**src/rtl/riscv_pkg.sv**
```systemverilog
// ---------------------------------------------------------------------------
// riscv_pkg
// Shared definitions for the pipeline registers of the RV32I core.
// Holds the datapath widths, opcode constants, the control-signal encodings
// produced by the decoder and the packed control bundle carried down the pipe.
// No ports (package).
// ---------------------------------------------------------------------------
package riscv_pkg;

    // Datapath and register-file geometry
    localparam int XLEN       = 32;
    localparam int REG_ADDR_W = 5;

    // Major opcodes (instr[6:0])
    localparam logic [6:0] OP_LOAD   = 7'b0000011;
    localparam logic [6:0] OP_IMM    = 7'b0010011;
    localparam logic [6:0] OP_AUIPC  = 7'b0010111;
    localparam logic [6:0] OP_STORE  = 7'b0100011;
    localparam logic [6:0] OP_REG    = 7'b0110011;
    localparam logic [6:0] OP_LUI    = 7'b0110111;
    localparam logic [6:0] OP_BRANCH = 7'b1100011;
    localparam logic [6:0] OP_JALR   = 7'b1100111;
    localparam logic [6:0] OP_JAL    = 7'b1101111;

    // Branch condition select; 000 means "not a branch" so a bubble never branches
    localparam logic [2:0] BR_NONE = 3'b000;
    localparam logic [2:0] BR_BEQ  = 3'b001;
    localparam logic [2:0] BR_BNE  = 3'b010;
    localparam logic [2:0] BR_BLT  = 3'b011;
    localparam logic [2:0] BR_BGE  = 3'b100;
    localparam logic [2:0] BR_BLTU = 3'b101;
    localparam logic [2:0] BR_BGEU = 3'b110;

    // Jump type; 00 means "no jump"
    localparam logic [1:0] JMP_NONE = 2'b00;
    localparam logic [1:0] JMP_JAL  = 2'b01;
    localparam logic [1:0] JMP_JALR = 2'b10;

    // Write-back result source
    localparam logic [1:0] RES_ALU = 2'b00;
    localparam logic [1:0] RES_MEM = 2'b01;
    localparam logic [1:0] RES_PC4 = 2'b10;

    // Immediate format select
    localparam logic [2:0] IMM_I = 3'b000;
    localparam logic [2:0] IMM_S = 3'b001;
    localparam logic [2:0] IMM_B = 3'b010;
    localparam logic [2:0] IMM_U = 3'b011;
    localparam logic [2:0] IMM_J = 3'b100;

    // Control bundle carried from decode into execute; all-zero is a NOP
    typedef struct packed {
        logic       regWrite;
        logic [1:0] resultSrc;
        logic       memWrite;
        logic [1:0] jump;
        logic [2:0] branch;
        logic [2:0] ALUControl;
        logic       ALUSrc;
    } ctrl_t;

endpackage

```
**src/rtl/pipe_reg.sv**
```systemverilog
// ---------------------------------------------------------------------------
// pipe_reg
// Generic pipeline register slice shared by the IF/ID, ID/EX and EX/MEM stages.
// Ports:
//   clk   - rising-edge clock
//   rst   - asynchronous active-high reset (clears to zero)
//   en_i  - load enable; low holds the current contents (stall)
//   clr_i - synchronous clear; wins over en_i
//   d_i   - next-stage data in  [WIDTH-1:0]
//   q_o   - registered data out [WIDTH-1:0]
// ---------------------------------------------------------------------------
module pipe_reg #(
    parameter int WIDTH = 32
) (
    input  logic             clk,
    input  logic             rst,
    input  logic             en_i,
    input  logic             clr_i,
    input  logic [WIDTH-1:0] d_i,
    output logic [WIDTH-1:0] q_o
);

    logic [WIDTH-1:0] data_q;

    // Clear has priority over enable so a flush during a stall still yields a bubble
    always_ff @(posedge clk or posedge rst) begin
        if (rst) begin
            data_q <= '0;
        end else if (clr_i) begin
            data_q <= '0;
        end else if (en_i) begin
            data_q <= d_i;
        end
    end

    assign q_o = data_q;

endmodule

```
**src/rtl/id_ex_register.sv**
```systemverilog
// ---------------------------------------------------------------------------
// id_ex_register
// Decode-to-execute pipeline register. Carries the decoder control bundle,
// operand data and register indices into the execute stage, with stall
// (enE low) and flush (flushE high, inserts an all-zero bubble).
// Ports:
//   clk, rst            - clock, asynchronous active-high reset
//   enE, flushE         - load enable / synchronous bubble insert
//   *D inputs           - decode-stage control, data and register indices
//   *E outputs          - the same fields, one cycle later
//   validE              - E stage holds a real instruction (not a bubble)
//   flushCnt            - 16-bit bubble counter, only when the macro
//                         ID_EX_FLUSH_CNT_EN is defined
// ---------------------------------------------------------------------------
module id_ex_register
    import riscv_pkg::*;
#(
    parameter int XLEN       = riscv_pkg::XLEN,
    parameter int REG_ADDR_W = riscv_pkg::REG_ADDR_W
) (
    input  logic                  clk,
    input  logic                  rst,
    input  logic                  enE,
    input  logic                  flushE,
    input  logic                  regWriteD,
    input  logic                  memWriteD,
    input  logic                  ALUSrcD,
    input  logic [1:0]            resultSrcD,
    input  logic [1:0]            jumpD,
    input  logic [2:0]            branchD,
    input  logic [2:0]            ALUControlD,
    input  logic [XLEN-1:0]       RD1D,
    input  logic [XLEN-1:0]       RD2D,
    input  logic [XLEN-1:0]       PCD,
    input  logic [XLEN-1:0]       immExtD,
    input  logic [XLEN-1:0]       PCPlus4D,
    input  logic [REG_ADDR_W-1:0] Rs1D,
    input  logic [REG_ADDR_W-1:0] Rs2D,
    input  logic [REG_ADDR_W-1:0] RdD,
    output logic                  regWriteE,
    output logic                  memWriteE,
    output logic                  ALUSrcE,
    output logic [1:0]            resultSrcE,
    output logic [1:0]            jumpE,
    output logic [2:0]            branchE,
    output logic [2:0]            ALUControlE,
    output logic [XLEN-1:0]       RD1E,
    output logic [XLEN-1:0]       RD2E,
    output logic [XLEN-1:0]       PCE,
    output logic [XLEN-1:0]       immExtE,
    output logic [XLEN-1:0]       PCPlus4E,
    output logic [REG_ADDR_W-1:0] Rs1E,
    output logic [REG_ADDR_W-1:0] Rs2E,
    output logic [REG_ADDR_W-1:0] RdE,
    output logic                  validE
`ifdef ID_EX_FLUSH_CNT_EN
    ,
    output logic [15:0]           flushCnt
`endif
);

    localparam int CTRL_W = $bits(ctrl_t) + 1;
    localparam int DATA_W = 5 * XLEN + 3 * REG_ADDR_W;

    ctrl_t             ctrlD;
    ctrl_t             ctrlE;
    logic [CTRL_W-1:0] ctrl_q;
    logic [DATA_W-1:0] data_q;

    assign ctrlD.regWrite   = regWriteD;
    assign ctrlD.resultSrc  = resultSrcD;
    assign ctrlD.memWrite   = memWriteD;
    assign ctrlD.jump       = jumpD;
    assign ctrlD.branch     = branchD;
    assign ctrlD.ALUControl = ALUControlD;
    assign ctrlD.ALUSrc     = ALUSrcD;

    // The valid flag rides in the control slice with a constant 1 on its input,
    // so a load sets it and a flush or reset clears it together with the controls.
    pipe_reg #(.WIDTH(CTRL_W)) u_ctrl_reg (
        .clk   (clk),
        .rst   (rst),
        .en_i  (enE),
        .clr_i (flushE),
        .d_i   ({ctrlD, 1'b1}),
        .q_o   (ctrl_q)
    );

    pipe_reg #(.WIDTH(DATA_W)) u_data_reg (
        .clk   (clk),
        .rst   (rst),
        .en_i  (enE),
        .clr_i (flushE),
        .d_i   ({RD1D, RD2D, PCD, immExtD, PCPlus4D, Rs1D, Rs2D, RdD}),
        .q_o   (data_q)
    );

    assign {ctrlE, validE} = ctrl_q;
    assign {RD1E, RD2E, PCE, immExtE, PCPlus4E, Rs1E, Rs2E, RdE} = data_q;

    assign regWriteE   = ctrlE.regWrite;
    assign resultSrcE  = ctrlE.resultSrc;
    assign memWriteE   = ctrlE.memWrite;
    assign jumpE       = ctrlE.jump;
    assign branchE     = ctrlE.branch;
    assign ALUControlE = ctrlE.ALUControl;
    assign ALUSrcE     = ctrlE.ALUSrc;

`ifdef ID_EX_FLUSH_CNT_EN
    logic [15:0] flushCnt_q;
    logic [15:0] flushCnt_d;

    // Counts every flush edge, stalled or not; natural 16-bit wrap
    always_comb begin
        flushCnt_d = flushCnt_q;
        if (flushE) begin
            flushCnt_d = flushCnt_q + 16'd1;
        end
    end

    always_ff @(posedge clk or posedge rst) begin
        if (rst) begin
            flushCnt_q <= '0;
        end else begin
            flushCnt_q <= flushCnt_d;
        end
    end

    assign flushCnt = flushCnt_q;
`endif

endmodule
```
**config.mk**
```make
export PLATFORM = sky130hd
export DESIGN_NAME = id_ex_register
export DESIGN_NICKNAME = d
export VERILOG_FILES = /design/src/rtl/riscv_pkg.sv /design/src/rtl/pipe_reg.sv /design/src/rtl/id_ex_register.sv
export SDC_FILE = /design/constraint.sdc
export NUM_CORES = 1
export LEC_CHECK = 0
export ABC_AREA = 1
export BUFFER_PORTS_ARGS = -buffer_cell sky130_fd_sc_hd__clkbuf_2
export CORE_AREA = 2 2 148 150
export CTS_CLUSTER_DIAMETER = 40
export DETAILED_ROUTE_END_ITERATION = 8
export DIE_AREA = 0 0 150 152
export GPL_ROUTABILITY_DRIVEN = 1
export PLACE_DENSITY = 0.76
export SETUP_SLACK_MARGIN = 0.4
export SYNTH_ARGS = -nofsm -noshare
export SYNTH_HDL_FRONTEND = slang
export SYNTH_HIERARCHICAL = 1
export SYNTH_SLANG_ARGS = --single-unit
```
**constraint.sdc**
```tcl
create_clock -name clk -period 5.58 [get_ports clk]
set_input_delay 0.279 -clock clk [delete_from_list [all_inputs] [get_ports clk]]
set_output_delay 0.279 -clock clk [all_outputs]
set_load 0.1 [all_outputs]
```
======== After elaboration in Yosys (flattened, before gate mapping) ========
Cells that the tools add are included.
W data, S select, Z words.
storage, ports and cells
  bits in registers ....................... 189
  bits of input ports ..................... 192
  logic and storage cells ................. 7
cells by class
  multiplexer cells ....................... 4
  reduce and logical (&&, ||, !) cells .... 1
operators by type and width
  kind                number
  $mux W175           2
  $mux W14            2
  $reduce_bool A2 Y1  1

======== Longest topological paths before layout ========
  depth in word-level cells ............... 2
  mapped depth ............................ 6
  mapped depth without buffers ............ 3

======== Cells and area by module ========
The synthesis kept the hierarchy.
modules (own cells, without submodules)
  module                 times used  cells an instance  area each (sq um)  sequential area each (sq um)
  pipe_reg (u_data_reg)  1           761                6,957.9            4,379.2
  pipe_reg (u_ctrl_reg)  1           62                 581.8              350.3
  id_ex_register         1           1                  3.8                0.0

======== Least setup slack after synthesis ========
OpenSTA, ideal clock, no wires.
  path type ............................... register to output
  start ................................... register u_ctrl_reg.data_q[2], in the netlist u_ctrl_reg/q_o[2]
  end ..................................... output port ALUControlE[0]
  arrival ................................. 0.898 ns
  required time ........................... 5.301 ns
  slack ................................... 4.403 ns
  cell stages (with the launch flop) ...... 1
  path buffers ............................ 0
  cell sequence ........................... dfrtp_1
RTL lines
  item                      line                  source
  start: declaration        pipe_reg.sv:23        logic [WIDTH-1:0] data_q;
  start signal: assignment  pipe_reg.sv:32        data_q <= d_i;
  end: declaration          id_ex_register.sv:46  output logic [2:0] ALUControlE,
No word-level cell between the ends.

======== Worst setup path in the final report ========
  start ................................... input port enE
  end ..................................... register u_data_reg.data_q[20], in the netlist u_data_reg/q_o[20]
on the way
  cells in the longest elaborated chain, start to end .. 1
RTL lines
  item                                 line                  source
  start: declaration                   id_ex_register.sv:23  input logic enE,
  $reduce_bool A2 Y1 (no source line)  -
  end signal: assignment               pipe_reg.sv:32
  end: declaration                     pipe_reg.sv:23
No other way between the ends.
A chain may end at the register's enable or synchronous reset.

==> run_results.csv <==
group,metric,value,unit
detailed_routing,drc,0,
sta,fin_setup_tns,0,ns
floorplan,core,21350,sq um
grt,grt_first_pass_wirelength,34930,microns
layout,area_delta_synth_final,33.04,%
sta,setup-violations-final,0,
floorplan,dieHeight,152,microns
floorplan,io_pins,381,
synth,ys_seq_elements,189,
grt,antenna_found_initial,0,
status,status,"complete, no violations",
layout,nets,1362,
critical_path,crit_chain,"buf_6, nor2_4, buf_4, nand2_1, nand2_1",
clocking,clock_path_buffers,2,
grt,grt_max_degree,99,
synth,syn-cell-area,7543,sq um
critical_path,worstSetupPathType,"primary input to flip-flop",
hold_path,hold_start,"PCD[3]",
hold_path,hold-path-cell-count,3,
power_and_ir_drop,ir_drop,0.0001774,V
sta,period_share,35.10,%
detailed_routing,num_vias,6906,
critical_path,end_kind,"flip-flop",
detailed_routing,viasPerCell,4.720,
synth,synth_warnings,6,
detailed_routing,wl_per_cell,15.02,microns
sta,skew,0,ns
critical_path,crit_path_max_fanout,98,
critical_path,crit_path_top_delay_cell,"nor2_4",
sta,timing.slew.headroom,33.83,%
detailed_routing,ant_nets,0,
sta,setup_ws,3.621,ns
place,post-place-ws,3.122,ns
critical_path,cp.arrival,2.32,ns
synth,synth_seq_area_share,62.70,%
layout,layout.cells.non_filler,1463,
sta,worst_pin_slew,0.9926,ns
job,drv_cap,0,
floorplan,die_area,22800,sq um
power_and_ir_drop,p_per_area,355.9,nW/um^2
clocking,clock_latency,0.43,ns
detailed_routing,totalWireLength,21980,microns
clocking,numCtsBuffers,17,
layout,fillCellCount,2081,
detailed_routing,dr.pass1.iters,5,
clocking,clk_pin_slew_worst_paths,0.07,ns
synth,yosys.cell_types.count,13,
detailed_routing,drt_iter0_drc,471,
floorplan,num_rows,54,
sta,fin_crit,1.959,ns
layout,num_antenna_cells,0,
clocking,cts_resized,0,
sta,hold_viol,0,
floorplan,initial_core_util,35.33,%
synth,netlist.area_leader.share,62.70,%
synth,synth_area_per_cell,9.155,sq um
critical_path,crit_family,"simple AND/OR/NAND/NOR gates",
clocking,cts_setup_buffers,0,
critical_path,r2r_slack,4.91,ns
critical_path,critical-path-max-stage-delay,0.75,ns
synth,synth_cells,824,
critical_path,r2r_start,"u_data_reg/q_o[84]",
critical_path,cp_common_cell,"nand2_1",
place,dp.cells,1430,
place,port_buffers,380,
sta,rsz0062_at_grt,"false",
floorplan,die_w,150,microns
grt,grtUsageTotal,19.12,%
grt,grt_pass1_vias,6540,
hold_path,hp-class,"primary input to flip-flop",
place,gp_congestion,0.8406,
layout,final_cell_mix,"379 x clkbuf_2, 378 x nand2_1, 189 x nand3_1, 189 x dfrtp_1, 17 x clkbuf_16",
power_and_ir_drop,p_leak,6.043,nW
place,hpwl,15200,microns
clocking,clock-sinks,189,
synth,synth.largest_area_cell,"dfrtp_1",
layout,final_common_cell,"clkbuf_2",
synth,synthTopCellsByArea,"dfrtp_1 63%, nand2_1 19%, nand3_1 13%",
clocking,cts_root_buf,"clkbuf_16",
clocking,postCtsHoldBufs,1,
hold_path,holdPathEnd,"u_data_reg/q_o[82]",
synth,synth_fp_nets,1016,
critical_path,critPathRequiredTime,5.94,ns
clocking,cts_tree,"done",
critical_path,crit_buf_inv,2,
critical_path,start_kind,"primary input",
grt,overflow,0,
critical_path,r2r_end,"u_data_reg/q_o[84]",
sta,max_freq,0.5106,GHz
clocking,h-tree-depth,4,
critical_path,ff2ff_path_depth,2,
sta,drv_slew,0,
layout,drive_above_1_share,35.67,%
cells by family after synthesis:
family,share of synthesized area [%]
other,0.04971
AND/OR/NAND/NOR,31.65
flip-flops,62.70
buffers and inverters,5.606
worst max-delay path by stage:
stage / startpoint / to / slack, ns / cells past startpoint
floorplan: rst / u_data_reg/q_o[0] / 0.56 / 1
finish: enE / u_data_reg/q_o[20] / 3.62 / 5
CTS: enE / u_data_reg/q_o[42] / 3.58 / 5
global placement: enE / u_data_reg/q_o[26] / 3.17 / 5
global route: enE / u_data_reg/q_o[118] / 3.41 / 5
detailed placement: enE / u_data_reg/q_o[42] / 3.12 / 5
synthesized netlist by cell type:
library cell and count:
buf_1 2, buf_2 35, buf_4 7, buf_6 13, buf_8 1, clkbuf_1 3, conb_1 1, dfrtp_1 189
inv_1 2, inv_2 2, nand2_1 378, nand3_1 189, nor2_4 2
tightest hold or removal path: cells and delay by family:
family	cells	cell delay, ns
simple gates	2	0.12
buf+inv	1	0.07
stage by stage:
| step | hold slack (ns) | util, % | power [mW] | cell area [sq um] |
|---|---|---|---|---|
| 2_1_floorplan | 0.1682 | - | 2.230 | 7543 |
| 3_3_place_gp | 0.3898 | 44.28 | 2.415 | 9454 |
| 3_5_place_dp | 0.3925 | 44.28 | 2.423 | 9454 |
| 4_1_cts | 0.04865 | 47.01 | 3.614 | 10040 |
| 5_1_grt | 0.05291 | 47.01 | 3.718 | 10040 |
| 6_report | 0.07310 | 47.01 | 3.572 | 10040 |
cell type report:
class	instances	area [sq um]	share of cell area, %
clock inverters	12	125.1	1.247
repair buffers	388	1971	19.64
clock buffers	20	446.7	4.451
multi-input cells	570	2391	23.82
flip-flops and latches	189	4730	47.13
inverters	4	22.52	0.2244
well taps	280	350.3	3.491
layer usage:
| metal | track usage, % | wire length (microns) | vias to the layer above |
|---|---|---|---|
| li1 | - | - | 3318 |
| met5 | 0 | 0 | - |
| met1 | 24.70 | 9078 | 3244 |
| met2 | 30.70 | 10660 | 292 |
| met3 | 4.535 | 1580 | 52 |
| met4 | 8.086 | 660 | 0 |
state kept, by name, summed over array words and instances (netlist names):
signal / cells
u_ctrl_reg/q_o: 14
u_data_reg/q_o: 175
where the power goes:
part | switching, mW | internal (mW) | leakage (nW)
Clock | 0.573 | 0.605 | 0.279
Sequential | 0.0436 | 1.45 | 2.51
Combinational | 0.766 | 0.139 | 3.25
Total | 1.38 | 2.19 | 6.04
Note: power is estimated with default switching activity, not from simulation.
